### src/rtl/mult_pkg.sv
// Shared types and sizing helpers for the sequential shift-add multiplier.
package mult_pkg;

    typedef enum logic [1:0] {
        IDLE,
        CALC,
        FIN
    } state_t;

    // Bit-position counter width; at least one bit, even for tiny operands.
    function automatic int unsigned cnt_w(input int unsigned width);
        return (width > 2) ? $clog2(width) : 1;
    endfunction

endpackage

### src/rtl/cond_negate.sv
// Conditional two's-complement negation: out = neg ? -in : in.
module cond_negate #(
    parameter int unsigned W = 4
) (
    input  logic         neg,
    input  logic [W-1:0] in,
    output logic [W-1:0] out
);

    assign out = neg ? (~in + W'(1)) : in;

endmodule

### src/rtl/seq_multiplier.sv
// Sequential shift-add multiplier, one multiplier bit per cycle, with optional
// two's-complement operands handled as sign-magnitude around an unsigned core.
module seq_multiplier
    import mult_pkg::*;
#(
    parameter int unsigned WIDTH = 4
) (
    input  logic               clk,
    input  logic               rst,
    input  logic               start,
    input  logic               signed_mode,
    input  logic [WIDTH-1:0]   inp1,
    input  logic [WIDTH-1:0]   inp2,
    output logic [2*WIDTH-1:0] product,
    output logic               sinal,
    output logic               busy,
    output logic               done
);

    localparam int unsigned PW    = 2 * WIDTH;
    localparam int unsigned CNT_W = cnt_w(WIDTH);

    state_t             state;
    logic [CNT_W-1:0]   count;
    logic [PW-1:0]      acc;
    logic [PW-1:0]      mcand;
    logic [WIDTH-1:0]   mplier;
    logic               neg_flag;

    logic               neg1_c;
    logic               neg2_c;
    logic [WIDTH-1:0]   mag1_c;
    logic [WIDTH-1:0]   mag2_c;
    logic [PW-1:0]      result_c;

    assign neg1_c = signed_mode & inp1[WIDTH-1];
    assign neg2_c = signed_mode & inp2[WIDTH-1];

    cond_negate #(.W(WIDTH)) u_mag1 (
        .neg (neg1_c),
        .in  (inp1),
        .out (mag1_c)
    );

    cond_negate #(.W(WIDTH)) u_mag2 (
        .neg (neg2_c),
        .in  (inp2),
        .out (mag2_c)
    );

    cond_negate #(.W(PW)) u_result (
        .neg (neg_flag),
        .in  (acc),
        .out (result_c)
    );

    // Multiplicand shifts left as the multiplier shifts right, so the
    // addend at each step is the multiplicand weighted by the current bit.
    always_ff @(posedge clk or posedge rst) begin
        if (rst) begin
            state    <= IDLE;
            count    <= '0;
            acc      <= '0;
            mcand    <= '0;
            mplier   <= '0;
            neg_flag <= 1'b0;
            product  <= '0;
            sinal    <= 1'b0;
            busy     <= 1'b0;
            done     <= 1'b0;
        end else begin
            done <= 1'b0;
            case (state)
                IDLE: begin
                    if (start) begin
                        mcand    <= PW'(mag1_c);
                        mplier   <= mag2_c;
                        neg_flag <= neg1_c ^ neg2_c;
                        count    <= '0;
                        acc      <= '0;
                        busy     <= 1'b1;
                        state    <= CALC;
                    end
                end
                CALC: begin
                    if (mplier[0]) begin
                        acc <= acc + mcand;
                    end
                    mcand  <= mcand << 1;
                    mplier <= mplier >> 1;
                    count  <= count + CNT_W'(1);
                    if (count == CNT_W'(WIDTH - 1)) begin
                        state <= FIN;
                    end
                end
                FIN: begin
                    product <= result_c;
                    sinal   <= neg_flag & (acc != '0);
                    done    <= 1'b1;
                    busy    <= 1'b0;
                    state   <= IDLE;
                end
                default: begin
                    state <= IDLE;
                end
            endcase
        end
    end

endmodule
### config.mk
export PLATFORM = sky130hd
export DESIGN_NAME = seq_multiplier
export DESIGN_NICKNAME = d
export VERILOG_FILES = /design/src/rtl/mult_pkg.sv /design/src/rtl/cond_negate.sv /design/src/rtl/seq_multiplier.sv
export SDC_FILE = /design/constraint.sdc
export NUM_CORES = 1
export LEC_CHECK = 0
export BUFFER_PORTS_ARGS = -buffer_cell sky130_fd_sc_hd__buf_4
export CAP_MARGIN = 0
export CORE_MARGIN = 2
export CORE_UTILIZATION = 45
export CTS_CLUSTER_SIZE = 8
export DETAILED_ROUTE_END_ITERATION = 8
export HOLD_SLACK_MARGIN = 0.1
export SLEW_MARGIN = 20
export SYNTH_ARGS = -nofsm -noshare
export SYNTH_HDL_FRONTEND = slang
export SYNTH_SLANG_ARGS = --single-unit
### constraint.sdc
create_clock -name clk -period 2.6 [get_ports clk]
set_input_delay 0.26 -clock clk [delete_from_list [all_inputs] [get_ports clk]]
set_output_delay 0.26 -clock clk [all_outputs]
set_load 0.005 [all_outputs]
; After elaboration in Yosys (flattened, before gate mapping)
; Index checks and enable logic that the tools add are counted.
[op_classes]
eq_ne = 6
n_reduce_logical = 9
muxes = 18
shift = 0
n_addsub = 5
div = 0
n_mul = 0
n_lt_le_gt_ge = 0
n_bitwise = 7
[op_table]
columns = op, count
row1 = $mux W8, 4
row2 = $pmux W8 S2, 2
row3 = $mux W4, 3
row4 = $add A4 B1 Y4 const B, 2
row5 = $add A8 B1 Y8 const B, 1
row6 = $add A8 B8 Y8, 1
row7 = $not A4 Y4, 2
row8 = $not A8 Y8, 1
row9 = $pmux W2 S2, 2
row10 = $pmux W4 S2, 1
row11 = $reduce_and A2 Y1, 4
row12 = $reduce_bool A8 Y1, 1
row13 = $mux W2, 3
row14 = $ne A2 B2 Y1 const B, 3
row15 = $eq A2 B2 Y1 const B, 2
row16 = $reduce_bool A2 Y1, 2
row17 = $and A1 B1 Y1, 3
row18 = $reduce_and A3 Y1, 1
row19 = $add A2 B1 Y2 const B, 1
row20 = $eq A2 B1 Y1 const B, 1
row21 = $logic_not A2 Y1, 1
row22 = $mux W1, 2
row23 = $pmux W1 S2, 1
row24 = $xor A1 B1 Y1, 1
[totals]
mem_count = 0
latch_bits = 0
output_inout_bits = 11
regBits = 36
input_bits = 12
elab_cells = 55
romBits = 0
mem_bits_rw = 0

; Longest topological paths before layout
[logic_depth]
ltp_word = 5
mapped_depth = 7
depth_no_buf = 7

; Cells and area by module
; A second synthesis with hierarchy kept.
[unflattened]
hier_cells = 200
area_unflattened_um2 = 2125.8
[modules_own_cells]
columns = mod, area_per_inst_um2, cells_each, n_inst, seq_area_each_um2
row1 = seq_multiplier, 1809.2, 159, 1, 900.9
row2 = cond_negate (u_result), 171.4, 21, 1, 0.0
row3 = cond_negate (u_mag1 ...), 72.6, 10, 2, 0.0

; Least setup slack after synthesis
; No wires, ideal clock.
[synth_path]
kind = reg2reg
from = register acc[0]
to = register acc[6]
setup_time_ns = 0.126
setup_slack_ns = 0.759
t_arrival_ns = 1.716
stages_incl_launch_ff = 8
t_required_ns = 2.474
synth_period_minus_slack_ns = 1.841
path_buffers = 0
cell_sequence = dfrtp_1 ha_1 fa_1 a21o_2 a21oi_1 o21bai_1 mux2i_1 nand3_1
[synth_via]
elab_chain_cells = 3
[synth_lines]
columns = item, line_no
row1 = start: declaration, seq_multiplier.sv:25  ; logic [PW-1:0] acc;
row2 = start signal: assignment, seq_multiplier.sv:87  ; acc <= acc + mcand;
row3 = $add A8 B8 Y8, seq_multiplier.sv:87
row4 = $mux W8, seq_multiplier.sv:86  ; if (mplier[0]) begin
row5 = $pmux W8 S2, seq_multiplier.sv:73  ; case (state)
; Every way passes these cells. The select of a mux whose other input is x is not followed.
; A chain may end at the register's enable or synchronous reset.

; Worst setup path in the final report
[layout_path]
from = register acc[1]
to = register acc[7]
; Same word-level chain as after synthesis.

==> impl_metrics.json <==
{
  "status": "completed",
  "final_common_cell": "dfrtp_1",
  "rsz0062_at_grt": "false",
  "layout.nets": 259,
  "dp_hpwl_um": 2950,
  "die_h_um": 70.3,
  "viasPerCell": 5.39,
  "post-route-period-util": 0.761,
  "first_pass_iters": 4,
  "ys_ff_latch": 36,
  "numCtsBuffers": 5,
  "drive_above_1_share": 0.153,
  "start_kind": "flip-flop",
  "dp.cells": 279,
  "ios": 23,
  "crit_arrival_ns": 2.19,
  "route.detailed.drc": 0,
  "post_synth.cell_area_avg_sq_um": 9.43,
  "die-area_sq_mm": 0.00494,
  "initial_core_util": 0.461,
  "io_buffers": 22,
  "multi_input_area_sq_mm": 0.00100,
  "fill_cells": 410,
  "cp_max_fo": 6,
  "crit_type": "reg2reg",
  "clk_pin_slew_ns": 0.07,
  "grt_pass1_wl_um": 6770,
  "critical_path_required_ns": 2.81,
  "setup_tns_ns": 0,
  "post-cts-setup-buffers": 0,
  "fmax_mhz": 506,
  "maxCapViolCount": 0,
  "h-tree-depth": 2,
  "cts.path.max_buffers": 2,
  "root_buffer": "clkbuf_8",
  "hold_viol": 0,
  "peakVddDrop_mv": 0.529,
  "maxSlewHeadroom": 0.621,
  "yosysUniqueCellTypes": 35,
  "setup_viol": 0,
  "cellLeakagePower_nw": 1.13,
  "wl_per_cell_um": 13.3,
  "syn_area_sq_mm": 0.00198,
  "finalMaxSlewViolations": 0,
  "drt_iter0_drc": 67,
  "die_w_um": 70.3,
  "yosys_warnings": 0,
  "stdcell_count": 288,
  "grt_usage": 0.172,
  "powerDensity_mw_per_mm2": 1030,
  "p_total_mw": 2.37,
  "num_rows": 24,
  "grt_max_degree": 37,
  "grt-ovfl-total": 0,
  "placed_area_sq_mm": 0.00219,
  "vias": 1553,
  "cts_tree": "yes",
  "period_needed_ns": 1.98,
  "n_antenna_cell": 0,
  "mostFrequentLayoutCells": "dfrtp_1, nand2_1, o21ai_0, buf_4, ha_1",
  "cts-hold-fix-buffers": 1,
  "antenna_found_initial": 0,
  "finClkSkew_ns": 0.00570,
  "worstSetupEndpointType": "flip-flop",
  "gp_congestion": 0.841,
  "syn_inst": 210,
  "fin_area_sq_mm": 0.00230,
  "clock_latency_ns": 0.29,
  "post_cts_resized": 0,
  "hold_ws_ns": 0.217,
  "yosysSeqAreaShare": 0.455,
  "ant_nets": 0,
  "drt_wl_total_um": 3840,
  "cts_sinks": 36,
  "synthToLayoutAreaGrowth_pct": 16.0,
  "seqCellArea_sq_um": 901,
  "core_region_area_sq_mm": 0.00429,
  "hold_class": "in2reg",
  "syn_nets": 234,
  "first_global_vias": 1480,
  "tightest_slew_ns": 0.568
}
[area by class of cell]
type | count | share of cell area
well taps | 52 | 0.0283
clock inverters | 2 | 0.00436
inverters | 10 | 0.0163
multi-input cells | 156 | 0.437
repair buffers | 26 | 0.0861
clock buffers | 6 | 0.0360
flip-flops and latches | 36 | 0.392
[flip-flops by register name (all words and copies together) (netlist names)]
register,cells
acc,8
mcand,8
product,8
mplier,4
count,2
state,2
busy,1
done,1
neg_flag,1
sinal,1
[routing by layer]
layer	up-vias	track usage	wire [um]
met2	22	0.288	1940
li1	783	-	-
met1	743	0.219	1710
met5	-	0	0
met4	0	0.0513	52
met3	5	0.0433	140
[cells by family after synthesis]
kind of cell / synth area share
multiplexers: 0.0152
adder cells (fa/ha/maj): 0.0796
XOR/XNOR: 0.0531
AND/OR/NAND/NOR: 0.168
buffers and inverters: 0.0386
flip-flops: 0.455
AO/OA/AOI/OAI: 0.191
[synthesized netlist by cell type]
library cell,instances,area [sq um]
buf_4,1,7.51
and2_1,1,6.26
nand3_1,9,45.0
nor3_1,1,5.00
o31ai_1,4,30.0
nor2b_1,4,25.0
o21bai_1,3,22.5
fa_1,1,20.0
a31oi_1,1,6.26
or3_1,1,6.26
nand2b_1,6,37.5
o41ai_1,1,8.76
and3b_1,1,8.76
inv_1,10,37.5
o21ai_1,2,10.0
nor2_1,9,33.8
nand3b_1,1,7.51
a21o_1,2,15.0
a22oi_1,2,15.0
and2b_4,1,10.0
xnor2_1,6,52.6
clkbuf_1,3,11.3
a211oi_2,1,12.5
nor3b_1,4,30.0
a21oi_1,8,40.0
nand2_1,31,116
buf_2,4,20.0
a22o_1,7,61.3
dfrtp_1,36,901
ha_1,11,138
mux2i_1,3,30.0
a21o_2,1,8.76
xor2_1,6,52.6
a211oi_1,3,22.5
o21ai_0,25,125
[critical path, stage by stage (launching register included)]
cell and delay, ns:
dfrtp_1 0.45, ha_1 0.35, a211oi_2 0.28, nor3_1 0.11
or3_1 0.32, a21oi_1 0.18, mux2i_1 0.21
[worst paths after layout]
path,start,to,slack [ns],cells after the start
setup reg to reg,acc[1],acc[7],0.62,6
min in group asynchronous,rst,done,0.62,4
max in group asynchronous,rst,mcand[3],1.66,4
hold reg to reg,sinal,sinal,0.48,1
hold / removal,inp2[3],mplier[3],0.22,3
setup / recovery,acc[1],acc[7],0.62,6
[report_power, final]
group / switching, mW / internal (mW) / total, mW
clock: 0.196 / 0.211 / 0.408
sequential: 0.228 / 0.766 / 0.994
combinational: 0.493 / 0.473 / 0.966
[metrics by stage]
step | setup slack (ns) | util
after global placement | 0.682 | 0.511
final | 0.622 | 0.535
after CTS | 0.618 | 0.535
after detailed placement | 0.639 | 0.511
after global routing | 0.458 | 0.535
after floorplan | 0.759 | -
Power figures use the tool's default switching activity.
